<file path="src/rtl/sram_pkg.sv">
// rtl/sram_pkg.sv - shared FSM state and read-latency constants for sram_1rw_clr
package sram_pkg;

  typedef enum logic {
    CLEAR = 1'b0,
    READY = 1'b1
  } sram_state_e;

  localparam int READ_LATENCY_1 = 1;
  localparam int READ_LATENCY_2 = 2;

endpackage

</file>
<file path="src/rtl/sram_1rw_clr_array.sv">
// rtl/sram_1rw_clr_array.sv - masked-write storage with a 1-cycle registered read
module sram_1rw_clr_array #(
  parameter int BITS       = 32,
  parameter int WORD_DEPTH = 64,
  parameter int ADDR_WIDTH = 6
) (
  input  logic                  clk,
  input  logic                  ce_in,
  input  logic                  we_in,
  input  logic [ADDR_WIDTH-1:0] addr_in,
  input  logic [BITS-1:0]       wd_in,
  input  logic [BITS-1:0]       w_mask_in,
  output logic [BITS-1:0]       rd_out
);

  logic [BITS-1:0] mem [WORD_DEPTH];
  logic            in_range;

  // Extra bit so the compare holds when WORD_DEPTH == 2**ADDR_WIDTH.
  assign in_range = ({1'b0, addr_in} < (ADDR_WIDTH + 1)'(WORD_DEPTH));

  always_ff @(posedge clk) begin
    if (ce_in && we_in && in_range) begin
      mem[addr_in] <= (mem[addr_in] & ~w_mask_in) | (wd_in & w_mask_in);
    end
    if (ce_in && !we_in) begin
      rd_out <= in_range ? mem[addr_in] : '0;
    end
  end

endmodule

</file>
<file path="src/rtl/sram_1rw_clr.sv">
// rtl/sram_1rw_clr.sv - single-port SRAM with post-reset zero fill and 1/2-cycle read latency
module sram_1rw_clr
  import sram_pkg::*;
#(
  parameter int BITS           = 32,
  parameter int WORD_DEPTH     = 64,
  parameter int ADDR_WIDTH     = 6,
  parameter int READ_LATENCY   = 1,
  parameter int CLEAR_ON_RESET = 1
) (
  input  logic                  clk,
  input  logic                  reset,
  input  logic                  ce_in,
  input  logic                  we_in,
  input  logic [ADDR_WIDTH-1:0] addr_in,
  input  logic [BITS-1:0]       wd_in,
  input  logic [BITS-1:0]       w_mask_in,
  output logic [BITS-1:0]       rd_out,
  output logic                  rd_valid_out,
  output logic                  busy_out
);

  sram_state_e           state_q, state_d;
  logic [ADDR_WIDTH-1:0] clr_ptr;
  logic                  last_clr;
  logic                  busy;
  logic                  rd_req;
  logic                  s1_valid;

  logic                  arr_ce, arr_we;
  logic [ADDR_WIDTH-1:0] arr_addr;
  logic [BITS-1:0]       arr_wd, arr_mask, arr_rd;

  assign busy     = (state_q == CLEAR);
  assign busy_out = busy;
  assign last_clr = (clr_ptr == ADDR_WIDTH'(WORD_DEPTH - 1));
  assign rd_req   = !reset && !busy && ce_in && !we_in;

  always_comb begin
    state_d = state_q;
    if (state_q == CLEAR && last_clr) begin
      state_d = READY;
    end
  end

  always_ff @(posedge clk) begin
    if (reset) begin
      state_q  <= (CLEAR_ON_RESET != 0) ? CLEAR : READY;
      clr_ptr  <= '0;
      s1_valid <= 1'b0;
    end else begin
      state_q  <= state_d;
      s1_valid <= rd_req;
      if (busy && !last_clr) begin
        clr_ptr <= clr_ptr + 1'b1;
      end
    end
  end

  // The clear sequencer owns the array port; user requests are dropped while busy.
  always_comb begin
    arr_ce   = 1'b0;
    arr_we   = 1'b0;
    arr_addr = addr_in;
    arr_wd   = wd_in;
    arr_mask = w_mask_in;
    if (!reset) begin
      if (busy) begin
        arr_ce   = 1'b1;
        arr_we   = 1'b1;
        arr_addr = clr_ptr;
        arr_wd   = '0;
        arr_mask = '1;
      end else begin
        arr_ce   = ce_in;
        arr_we   = we_in;
      end
    end
  end

  sram_1rw_clr_array #(
    .BITS       (BITS),
    .WORD_DEPTH (WORD_DEPTH),
    .ADDR_WIDTH (ADDR_WIDTH)
  ) u_array (
    .clk       (clk),
    .ce_in     (arr_ce),
    .we_in     (arr_we),
    .addr_in   (arr_addr),
    .wd_in     (arr_wd),
    .w_mask_in (arr_mask),
    .rd_out    (arr_rd)
  );

  generate
    if (READ_LATENCY == READ_LATENCY_2) begin : g_lat2
      logic [BITS-1:0] rd_q2;
      logic            s2_valid;

      always_ff @(posedge clk) begin
        if (reset) begin
          rd_q2    <= '0;
          s2_valid <= 1'b0;
        end else begin
          s2_valid <= s1_valid;
          if (s1_valid) begin
            rd_q2 <= arr_rd;
          end
        end
      end

      assign rd_out       = rd_q2;
      assign rd_valid_out = s2_valid;
    end else begin : g_lat1
      // The array read register is not reset, so a shadow copy supplies the reset/hold value.
      logic [BITS-1:0] rd_last;

      always_ff @(posedge clk) begin
        if (reset) begin
          rd_last <= '0;
        end else if (s1_valid) begin
          rd_last <= arr_rd;
        end
      end

      assign rd_out       = s1_valid ? arr_rd : rd_last;
      assign rd_valid_out = s1_valid;
    end
  endgenerate

endmodule

</file>
<file path="config.mk">
export PLATFORM = sky130hd
export DESIGN_NAME = sram_1rw_clr
export DESIGN_NICKNAME = d
export VERILOG_FILES = /design/src/rtl/sram_pkg.sv /design/src/rtl/sram_1rw_clr_array.sv /design/src/rtl/sram_1rw_clr.sv
export SDC_FILE = /design/constraint.sdc
export NUM_CORES = 2
export LEC_CHECK = 0
export BUFFER_PORTS_ARGS = -buffer_cell sky130_fd_sc_hd__clkbuf_2
export CORE_ASPECT_RATIO = 2
export CORE_MARGIN = 2
export CORE_UTILIZATION = 60
export CTS_CLUSTER_SIZE = 30
export DETAILED_ROUTE_END_ITERATION = 7
export GPL_TIMING_DRIVEN = 0
export PLACE_DENSITY = 0.73
export SETUP_SLACK_MARGIN = 0.2
export SLEW_MARGIN = 20
export SYNTH_ARGS = -nofsm -noshare
export SYNTH_HDL_FRONTEND = slang
export SYNTH_HIERARCHICAL = 1
export SYNTH_SLANG_ARGS = --single-unit
export TNS_END_PERCENT = 10
</file>
<file path="constraint.sdc">
create_clock -name clk -period 14.1 [get_ports clk]
set_input_delay 2.82 -clock clk [delete_from_list [all_inputs] [get_ports clk]]
set_output_delay 2.82 -clock clk [all_outputs]
set_load 0.01 [all_outputs]
</file>
* Word level (Yosys, flattened, before mapping) *
Memories as Yosys holds them, arrays and structs flattened.
Index checks and enable logic that the tools add are counted.

storage, ports and cells
  register bits = 72
  RAM bits = 2,048
  bits of input ports = 74
  output and inout port bits = 34
  word-level logic and storage cells = 37
  memories kept = 1

operators by class
  add/sub/neg operators = 1
  equality and inequality tests = 1
  multiplexer cells = 13
  bitwise operators = 5
  reduce and logical (&&, ||, !) cells = 11

memory list
  memory       words  bits a word  rd ports  clocked after memory_dff  wr ports  line                      source
  u_array.mem  64     32           1         0                         1         sram_1rw_clr_array.sv:16  logic [BITS-1:0] mem [WORD_DEPTH];

operators by type and width
  operator                                                        number
  32-bit two-way mux                                              5
  32-bit AND                                                      2
  32-bit NOT                                                      1
  32-bit OR                                                       1
  6-bit two-way mux                                               2
  1-bit logical AND                                               7
  6-bit by 1-bit adder with 6-bit output (second input constant)  1
  6-bit equality test (second input constant)                     1
  1-bit two-way mux                                               6
  1-bit zero test                                                 4
  1-bit NOT                                                       1

* Longest topological paths before layout *
  depth after elaboration = 5
  mapped depth = 15
  mapped depth without buffers = 8

* Hierarchy *
The synthesis kept the hierarchy.

by module, submodules not included
  module              instances  cells each  area each (um^2)
  sram_1rw_clr_array  1          4,596       81,051.5
  sram_1rw_clr        1          228         2,284.7

* Worst setup path before layout *
OpenSTA, ideal clock, no wires.

  path kind = input to register
  start point = input reset
  end point = memory u_array.mem[0][29] (data pin)
  arrival time = 6.976 ns
  path slack = 6.536 ns
  stages = 12
  buffers on the path = 5
  path through = nor2_2 > buf_4 > mux2_2 > buf_4 > nor2b_1 > clkbuf_1 > clkbuf_1 > clkbuf_1 > a22oi_1 > o221ai_1 > a211oi_1 > a31oi_1

between the ends
  cells in the longest elaborated chain, start to end = 4
  elaborated cells on any way between the ends = 8
  those cells by class = mux: 3; bitwise: 4; memory: 1

RTL lines
  element             line                      source
  start: declaration  sram_1rw_clr.sv:12        input logic reset,
  6-bit two-way mux   sram_1rw_clr.sv:67        if (!reset) begin
  via arr_addr[0]     sram_1rw_clr.sv:31        logic [ADDR_WIDTH-1:0] arr_addr;
  memory 64 x 32 bit  n/a
  32-bit AND          sram_1rw_clr_array.sv:24  mem[addr_in] <= (mem[addr_in] & ~w_mask_in) | (wd_in & w_mask_in);
  32-bit OR           sram_1rw_clr_array.sv:24
  end: declaration    sram_1rw_clr_array.sv:16

The timed path passes the listed nets, and every way through them passes these cells.

* Worst setup path in the final report *
  start point = input reset
  end point = memory u_array.mem[18][27] (data pin)

The elaborated chain is that of the path after synthesis.

==> flow_summary.yaml <==
global_routing:
  grt_pass1_wl_mm: 417
  grt_max_degree: 65
  track_usage_pct: 44.6
  gr-total-overflow: 0
  first_global_vias: 50841
  antenna_found_initial: 47
clock_network:
  hold_buffers: 0
  numCtsBuffers: 182
  cts_resized: 0
  ctsRootBufferMaster: "clkbuf_16"
  clk_pin_slew_worst_paths_ns: 0.07
  cts_buffer_depth: 4
  postCtsSetupBuffers: 0
  cts_tree: "built"
  clk_latency_ns: 0.86
  htree_num_levels: 4
  cts_sinks: 2120
drt:
  firstDrtPassIters: 8
  vias: 53873
  wl_per_cell_um: 43.7
  dr.max_layer_used: "met5"
  wl_mm: 316
  wl_met1_mm: 93.0
  drc_errors: 9
  wl_met2_mm: 144
  viasPerCell: 7.45
  drtIter0Drc: 9100
  wl_met3_mm: 41.9
  antenna_left: 0
floorplanning:
  die_area_sq_um: 142000
  io_pins: 108
  die_h_um: 531
  rows: 193
  core-area_sq_um: 138000
  initial_utilization_pct: 60.3
  die_w_um: 268
logic_synthesis:
  synth_flop_cell: "edfxtp_1"
  synth-seq-cells: 2120
  ys_types: 75
  syn-cell-area_sq_um: 83300
  ys_warn_count: 6
  synth_edf_count: 2080
  syn_avg_cell_area_sq_um: 17.3
  async_flop_share_pct: 0
  syn_inst: 4824
  syn_nets: 4899
  ys_seq_area_share_pct: 75.9
setup_path:
  crit_arrival_ns: 9.40
  crit_path_end_kind: "flop"
  worst_ep_required_time_ns: 14.61
  critical_path.max_fanout: 64
  cp-start-kind: "input port"
  critPathKind: "input port to flop"
sta:
  finalSetupTns_ns: 0
  period_share_pct: 63.1
  rsz0062_at_grt: "no"
  setup-violations-final: 0
  holdWs_ns: 0.550
  tightest_slew_ns: 1.38
  fmax_mhz: 112
  slew_headroom_pct: 7.68
  maxSlewViolCount: 0
  hold_violations: 0
  skew_ns: 0.0576
  min_period_ns: 8.89
finish:
  final_common_cell: "edfxtp_1"
  finalNetCount: 5305
  area_delta_synth_final_pct: 14.1
  mostFrequentLayoutCells: "edfxtp_1 (2080), a22oi_1 (368), mux2i_1 (208)"
  drive_above_1_share_pct: 19.8
  fillers: 8981
status:
  status: "complete, but fails checks"
  failed_checks: "design-rule violations"
placed_design:
  place_hpwl_mm: 215
  portBuffers: 107
  gp_congestion: 1.10
power:
  power_leakage_nw: 30.4
  vdd_drop_max_v: 0.000105
  p_per_area_nw_per_um2: 161
min_path:
  hp-class: "flop to flop"
run:
  drv_cap: 0
[kinds of logic (layout without fill, tap and decap cells)]
| logic type | after synthesis | count (layout) | share of synthesized area (%) |
|---|---|---|---|
| AOI/OAI and AO/OA | 1072 | 1072 | 9.35 |
| adders and majority gates | 1 | 1 | 0.0150 |
| buffers and inverters | 378 | 913 | 2.22 |
| DFF | 2120 | 2120 | 75.9 |
| muxes | 465 | 465 | 7.07 |
| other | 0 | 24 | 0 |
| and+or+nand+nor | 788 | 788 | 5.44 |
[worst max-delay path: stages]
cell and delay, ns:
clkbuf_2 0.12, nor2_2 0.33, buf_4 0.26, mux2_2 0.57
buf_6 0.30, nor2_1 0.78, clkbuf_1 0.93, clkbuf_1 0.93
a22oi_1 0.19, o22ai_1 0.63, a22oi_1 0.13, nand4_1 0.43
mux2_4 0.77
[cells in the mapped netlist (all sizes together) (14+ instances only)]
| cell | count | area [sq um] |
|---|---|---|
| mux2i | 208 | 2080 |
| o22ai | 181 | 1130 |
| clkbuf | 182 | 688 |
| nand3 | 44 | 220 |
| nor2b | 40 | 258 |
| o221ai | 20 | 175 |
| nor4bb | 14 | 140 |
| a31oi | 67 | 419 |
| dfxtp | 40 | 801 |
| and4 | 17 | 149 |
| mux2 | 187 | 2230 |
| nand4 | 18 | 113 |
| and3 | 33 | 206 |
| nor3b | 34 | 255 |
| edfxtp | 2080 | 62500 |
| a211oi | 34 | 255 |
| a221oi | 128 | 1120 |
| nand3b | 15 | 113 |
| buf | 187 | 1120 |
| a22oi | 369 | 2770 |
| nor2 | 114 | 433 |
| mux4 | 70 | 1580 |
| nor4 | 20 | 125 |
| nor3 | 31 | 155 |
| nand4b | 14 | 123 |
| o22a | 32 | 280 |
| and4b | 17 | 170 |
| nand2 | 166 | 623 |
| nor4b | 28 | 245 |
| or2 | 35 | 219 |
| nand2b | 85 | 532 |
| and2 | 38 | 238 |
| a2111oi | 26 | 293 |
| a311oi | 17 | 149 |
| a21oi | 73 | 365 |
| o21ai | 75 | 375 |
[sequential cells by signal (all words and copies together) (netlist names)]
name / flops
state_q: 1
g_lat1.rd_last: 32
u_array/mem: 2048
rd_valid_out: 1
u_array/rd_out: 32
clr_ptr: 6
[metal layers]
metal	vias up	GRT usage, %
li1	20588	-
met1	26753	47.8
met2	4986	68.3
met3	1526	15.9
met4	20	42.1
met5	-	0.485
[per-stage QoR]
step / cell area, sq um / setup slack [ns] / total power [W] / cells / util (%)
floorplan: 83300 / 6.54 / 0.00877 / 4824 / -
global placement: 86200 / 2.54 / 0.0102 / 6783 / 62.4
global route: 95100 / 5.55 / 0.0154 / 7220 / 68.8
finish: 95100 / 5.21 / 0.0153 / 7235 / 68.8
CTS: 94900 / 5.75 / 0.0151 / 7208 / 68.7
detailed placement: 89400 / 4.92 / 0.0103 / 6895 / 64.7
[final timing paths]
| kind | from | to | slack [ns] | cells after the start |
|---|---|---|---|---|
| worst max-delay path | reset | u_array/mem[18][27] | 5.21 | 13 |
| worst min-delay path | clr_ptr[3] | clr_ptr[3] | 0.55 | 1 |
| worst max register to register | state_q | u_array/mem[18][27] | 6.99 | 12 |
| worst min register to register | clr_ptr[3] | clr_ptr[3] | 0.55 | 1 |
[final cells by class]
class                   instances  area, sq um  area share [%]
diodes                         24         60.1          0.0632
plain buffers                 369         1860            1.95
clock buffers                 222         4770            5.01
clock inverters                91          821           0.863
inverters                       9         33.8          0.0355
multi-input cells            2326        19000            20.0
flip-flops and latches       2120        63300            66.5
well taps                    1852         2320            2.44
repair buffers                222         2990            3.15
[power by group]
part	leakage (nW)	switching [W]	internal (W)	total, W
Combinational	8.40	0.00240	0.000772	0.00317
Sequential	19.3	0.0000152	0.00720	0.00722
Clock	2.73	0.00223	0.00267	0.00490
Power figures use the tool's default switching activity.
